[src/rtl/universal_shift_seq_if.sv]
// Command/data bundle for the universal shift sequencer.
// The master issues commands and serial data; the slave owns the register.
interface universal_shift_seq_if #(
  parameter int WIDTH = 8,
  parameter int CW    = $clog2(WIDTH) + 1
);
  logic             start;
  logic [2:0]       mode;
  logic [CW-1:0]    cnt;
  logic [WIDTH-1:0] din;
  logic             sin;
  logic             en;
  logic [WIDTH-1:0] q;
  logic             sout_r;
  logic             sout_l;
  logic             busy;
  logic             done;

  modport master (
    output start, mode, cnt, din, sin, en,
    input  q, sout_r, sout_l, busy, done
  );

  modport slave (
    input  start, mode, cnt, din, sin, en,
    output q, sout_r, sout_l, busy, done
  );
endinterface

[src/rtl/universal_shift_seq.sv]
// Parametrised universal shift register that runs counted shift/rotate
// commands (start/busy/done handshake) and single-cycle parallel loads.
module universal_shift_seq #(
  parameter int WIDTH = 8,
  parameter int CW    = $clog2(WIDTH) + 1
) (
  input  logic                 clk,
  input  logic                 rst,
  universal_shift_seq_if.slave bus
);
  localparam logic [2:0] MODE_HOLD = 3'b000;
  localparam logic [2:0] MODE_SRL  = 3'b001;
  localparam logic [2:0] MODE_SLL  = 3'b010;
  localparam logic [2:0] MODE_LOAD = 3'b011;
  localparam logic [2:0] MODE_ROR  = 3'b100;
  localparam logic [2:0] MODE_ROL  = 3'b101;
  localparam logic [2:0] MODE_ASR  = 3'b110;

  typedef enum logic {IDLE, RUN} state_t;

  state_t           state_reg, state_next;
  logic [WIDTH-1:0] q_reg, q_next;
  logic [2:0]       mode_reg, mode_next;
  logic [CW-1:0]    remain_reg, remain_next;
  logic             done_reg, done_next;
  logic [WIDTH-1:0] step_q;
  logic             is_shift_cmd;

  always_ff @(posedge clk) begin
    if (!rst) begin
      state_reg  <= IDLE;
      q_reg      <= '0;
      mode_reg   <= MODE_HOLD;
      remain_reg <= '0;
      done_reg   <= 1'b0;
    end else begin
      state_reg  <= state_next;
      q_reg      <= q_next;
      mode_reg   <= mode_next;
      remain_reg <= remain_next;
      done_reg   <= done_next;
    end
  end

  // One single-bit step of the latched command; sin is taken live.
  always_comb begin
    step_q = q_reg;
    case (mode_reg)
      MODE_SRL: step_q = {bus.sin, q_reg[WIDTH-1:1]};
      MODE_SLL: step_q = {q_reg[WIDTH-2:0], bus.sin};
      MODE_ROR: step_q = {q_reg[0], q_reg[WIDTH-1:1]};
      MODE_ROL: step_q = {q_reg[WIDTH-2:0], q_reg[WIDTH-1]};
      MODE_ASR: step_q = {q_reg[WIDTH-1], q_reg[WIDTH-1:1]};
      default:  step_q = q_reg;
    endcase
  end

  always_comb begin
    is_shift_cmd = (bus.mode == MODE_SRL) || (bus.mode == MODE_SLL) ||
                   (bus.mode == MODE_ROR) || (bus.mode == MODE_ROL) ||
                   (bus.mode == MODE_ASR);
  end

  always_comb begin
    state_next  = state_reg;
    q_next      = q_reg;
    mode_next   = mode_reg;
    remain_next = remain_reg;
    done_next   = 1'b0;
    case (state_reg)
      IDLE: begin
        if (bus.start) begin
          if (bus.mode == MODE_LOAD) begin
            q_next    = bus.din;
            done_next = 1'b1;
          end else if (is_shift_cmd && (bus.cnt != '0)) begin
            mode_next   = bus.mode;
            remain_next = bus.cnt;
            state_next  = RUN;
          end else begin
            // hold, reserved or zero-length commands complete immediately
            done_next = 1'b1;
          end
        end
      end
      RUN: begin
        if (bus.en) begin
          q_next      = step_q;
          remain_next = remain_reg - CW'(1);
          if (remain_reg == CW'(1)) begin
            state_next = IDLE;
            done_next  = 1'b1;
          end
        end
      end
      default: state_next = IDLE;
    endcase
  end

  assign bus.q      = q_reg;
  assign bus.sout_r = q_reg[0];
  assign bus.sout_l = q_reg[WIDTH-1];
  assign bus.busy   = (state_reg == RUN);
  assign bus.done   = done_reg;
endmodule

[src/flat_wrapper.sv]
// flat-port wrapper written by rule: the top's interface ports become plain ports
module universal_shift_seq_flat 
#(
  parameter int WIDTH = 8,
  parameter int CW    = $clog2(WIDTH) + 1
)
  (clk, rst, bus_start, bus_mode, bus_cnt, bus_din, bus_sin, bus_en, bus_q, bus_sout_r, bus_sout_l, bus_busy, bus_done);
  universal_shift_seq_if #(.WIDTH(WIDTH), .CW(CW)) bus_i ();
  input  logic clk;
  input  logic rst;
  input wire logic [$bits(bus_i.start)-1:0] bus_start;
  input wire logic [$bits(bus_i.mode)-1:0] bus_mode;
  input wire logic [$bits(bus_i.cnt)-1:0] bus_cnt;
  input wire logic [$bits(bus_i.din)-1:0] bus_din;
  input wire logic [$bits(bus_i.sin)-1:0] bus_sin;
  input wire logic [$bits(bus_i.en)-1:0] bus_en;
  output wire logic [$bits(bus_i.q)-1:0] bus_q;
  output wire logic [$bits(bus_i.sout_r)-1:0] bus_sout_r;
  output wire logic [$bits(bus_i.sout_l)-1:0] bus_sout_l;
  output wire logic [$bits(bus_i.busy)-1:0] bus_busy;
  output wire logic [$bits(bus_i.done)-1:0] bus_done;
  assign bus_i.start = bus_start;
  assign bus_i.mode = bus_mode;
  assign bus_i.cnt = bus_cnt;
  assign bus_i.din = bus_din;
  assign bus_i.sin = bus_sin;
  assign bus_i.en = bus_en;
  assign bus_q = bus_i.q;
  assign bus_sout_r = bus_i.sout_r;
  assign bus_sout_l = bus_i.sout_l;
  assign bus_busy = bus_i.busy;
  assign bus_done = bus_i.done;
  universal_shift_seq #(.WIDTH(WIDTH), .CW(CW)) u_core (.clk(clk), .rst(rst), .bus(bus_i));
endmodule
[config.mk]
export PLATFORM = sky130hd
export DESIGN_NAME = universal_shift_seq_flat
export DESIGN_NICKNAME = d
export VERILOG_FILES = /design/src/rtl/universal_shift_seq_if.sv /design/src/rtl/universal_shift_seq.sv /design/src/flat_wrapper.sv
export SDC_FILE = /design/constraint.sdc
export NUM_CORES = 1
export LEC_CHECK = 0
export ABC_AREA = 1
export BUFFER_PORTS_ARGS = -buffer_cell sky130_fd_sc_hd__buf_4
export CAP_MARGIN = 25
export CORE_ASPECT_RATIO = 1.25
export CORE_MARGIN = 5
export CORE_UTILIZATION = 33
export CTS_BUF_LIST = sky130_fd_sc_hd__clkbuf_8
export CTS_CLUSTER_SIZE = 16
export DETAILED_ROUTE_END_ITERATION = 10
export PLACE_DENSITY_LB_ADDON = 0.12
export SLEW_MARGIN = 40
export SYNTH_ARGS = -nofsm -noshare
export SYNTH_HDL_FRONTEND = slang
export SYNTH_SLANG_ARGS = --single-unit
[constraint.sdc]
create_clock -name clk -period 1.6 [get_ports clk]
set_input_delay 0.16 -clock clk [delete_from_list [all_inputs] [get_ports clk]]
set_output_delay 0.16 -clock clk [all_outputs]
set_load 0.02 [all_outputs]
==> impl_metrics.csv <==
group,metric,value,unit
route,viasPerCell,4.685,
synth,ys_seq_area_share,30.53,%
sta,fin_skew,5.741,ps
power,p_clk_share,26.6,%
power,netSwitchingFraction,33.86,%
route,wl_met3,144,um
route,vias,1204,
clock_tree,htreeDepth,1,
cells_and_area,multi_input_area,640.6,um2
run,max_cap_viol_count,0,
cells_and_area,final_cell_area,0.001414,mm2
die,die_h,74.99,um
worst_setup_path,cp_common_cell,"nor2_1",
placement,dpl_cell_area,0.001369,mm2
synth,synth_xor_area_share,0,%
clock_tree,path_clk_slew,70,ps
worst_setup_path,crit_chain,"nor2_1 -> nand2_1 -> nand2_4 -> inv_1 -> a21oi_1 -> nor2_1 -> nor2_1",
route,routedWlPerCell,10.94,um
synth,yosysWarningCount,0,
route,wl_met1,1258,um
cells_and_area,stdcell_count,257,
worst_setup_path,required,1790,ps
route,highest_layer,"met4",
synth,synth_compound_area_share,11.11,%
global_routing,grt_usage,13.18,%
route,drcViolationCount,0,
sta,period_share,81.82,%
die,std_cell_rows,23,
synth,yosys.area_share.simple,44.11,%
worst_hold_path,worstHoldPathType,"primary input to flop",
synth,synth_area_leaders,"dfxtp_1, nand2_1, nor2_1",
sta,hold_ws,189.6,ps
cells_and_area,layout_commonest_cell,"nand2_1",
sta,finalMaxSlewViolations,0,
clock_tree,max-clock-path-buffers,2,
die,die-area,0.004648,mm2
synth,synthMuxAreaShare,0,%
clock_tree,cts.sinks,17,
sta,setup_tns,0,ps
placement,gp_congestion,0.8561,
die,die_w,61.99,um
cells_and_area,area_delta_synth_final,26.82,%
outcome,status,"finished clean",
sta,maxSlewHeadroom,74.53,%
worst_setup_path,critPathLaunchType,"flop",
route,first_pass_iters,4,
global_routing,grt-ovfl-total,0,
route,ant_nets,0,
cells_and_area,largest_reg_flops,8,
global_routing,grt_pass1_vias,1135,
cells_and_area,post-route-util,43.87,%
clock_tree,clk-insertion-delay-late,250,ps
clock_tree,cts_tree,"done",
cells_and_area,antenna_cells,0,
die,initial_core_util,34.59,%
clock_tree,numCtsBuffers,3,
clock_tree,cts_resized,0,
synth,synth_fa_ha_area_share,2.245,%
placement,portBuffers,31,
synth,ys_seq_elements,17,
placement,dp_hpwl,2209,um
global_routing,grt_max_degree,15,
power,power,1.194,mW
power,p_seq_share,42.3,%
placement,dp.cells,253,
worst_setup_path,r2r_cells,7,
cells_and_area,num-fill-cells,361,
cells_and_area,drive_above_1_share,21.36,%
sta,setup_ws,290.9,ps
sta,fin_crit,1309,ps
sta,fmax,763.9,MHz
synth,synth_top_family_by_area,"simple AND/OR/NAND/NOR gates",
global_routing,grt_pass1_wl,4726,um
die,num_io_pins,32,
worst_setup_path,endpoint_kind,"flop",
route,finalWirelength,2811,um
power,power_switching,404.1,uW
sta,rsz0062_at_grt,"false",
worst_setup_path,slowest_delay,370,ps
cells_and_area,final_nets,243,
cells_and_area,seqCellArea,340.3,um2
synth,syn_nets,212,
synth,avgSynthCellArea,5.867,um2
clock_tree,cts_hold_buf,0,
die,coreArea,0.003223,mm2
clock_tree,cts.root.buffer_cell,"clkbuf_8",
sta,finalHoldViolations,0,
power,ir_worst_vdd,390.5,uV
synth,synth_top_area_share,30.53,%
global_routing,antenna_found_initial,0,
route,met2_length,1376,um
route,dr.first_iter.drc_count,58,
clock_tree,cts_setup_buffers,0,
synth,syn_inst,190,
worst_setup_path,crit_type,"flop to flop",
power,p_int,789.4,uW
power,comb_power_share,31.1,%
synth,ys_types,22,
worst_setup_path,path_max_fanout,10,
synth,syn_area,0.001115,mm2
sta,worst_pin_slew,381.6,ps
worst_hold_path,holdPathStages,3,
power,leakagePower,0.6925,nW
placement,dp_worst_setup_slack,311.7,ps
cells_and_area,final_cell_mix,"nand2_1, nor2_1, buf_4",
power,p_per_area,844.1,mW/mm2
sta,setup-violations-final,0,
worst_setup_path,critPathArrivalTime,1500,ps
synth,yosysTopAreaCell,"dfxtp_1",
worst_setup_path,slowest_stage,"dfxtp_1",
-- cell usage after synthesis, drive strengths merged --
| cell type | number |
|---|---|
| nand4 | 5 |
| or2 | 2 |
| ha | 2 |
| clkbuf | 2 |
| inv | 23 |
| nand2 | 55 |
| dfxtp | 17 |
| nand3 | 15 |
| nor2 | 39 |
| buf | 6 |
| o21ai | 14 |
| a21oi | 10 |
-- final timing paths --
check	end	slack [ps]	from
worst min-delay path	u_core.mode_reg[0]	190	bus_mode[0]
worst max register to register	u_core.bus.q[3]	290	u_core.mode_reg[0]
worst min register to register	u_core.bus.q[2]	540	u_core.bus.q[2]
worst max-delay path	u_core.bus.q[3]	290	u_core.mode_reg[0]
-- per-layer routing --
layer	vias to the layer above	global-route usage [%]
met4	0	4.245
met1	529	16.65
met3	4	2.401
met5	-	0
met2	19	22.24
li1	652	-
-- critical path, delay by kind of cell (launching register included) --
family,cells,cell delay (ps)
AND/OR/NAND/NOR,5,600
flip-flops,1,370
AO/OA/AOI/OAI,1,170
buffers and inverters,1,90
-- logic make-up (layout without fill, tap and decap cells) --
family | after synthesis | count (layout)
compound gates | 24 | 24
fa+ha+maj | 2 | 2
buf+inv | 31 | 61
flops | 17 | 17
simple gates | 116 | 116
-- power groups by stage --
| stage | sequential (mW) | combinational [mW] | clock (mW) |
|---|---|---|---|
| after global routing | 0.512 | 0.423 | 0.350 |
| after global placement | 0.513 | 0.371 | 0 |
| final | 0.504 | 0.371 | 0.318 |
| after detailed placement | 0.515 | 0.373 | 0 |
| after CTS | 0.505 | 0.374 | 0.330 |
| after floorplan | 0.527 | 0.237 | 0 |
-- layout make-up --
cell class                 instances  area share, %
clock buffer                       3          2.920
clock inverter                     1         0.2655
inverter                          23          6.106
multi-input combinational        142          45.31
sequential                        17          24.07
tap                               37          3.274
timing repair buffer              34          18.05
Power figures use the tool's default switching activity.
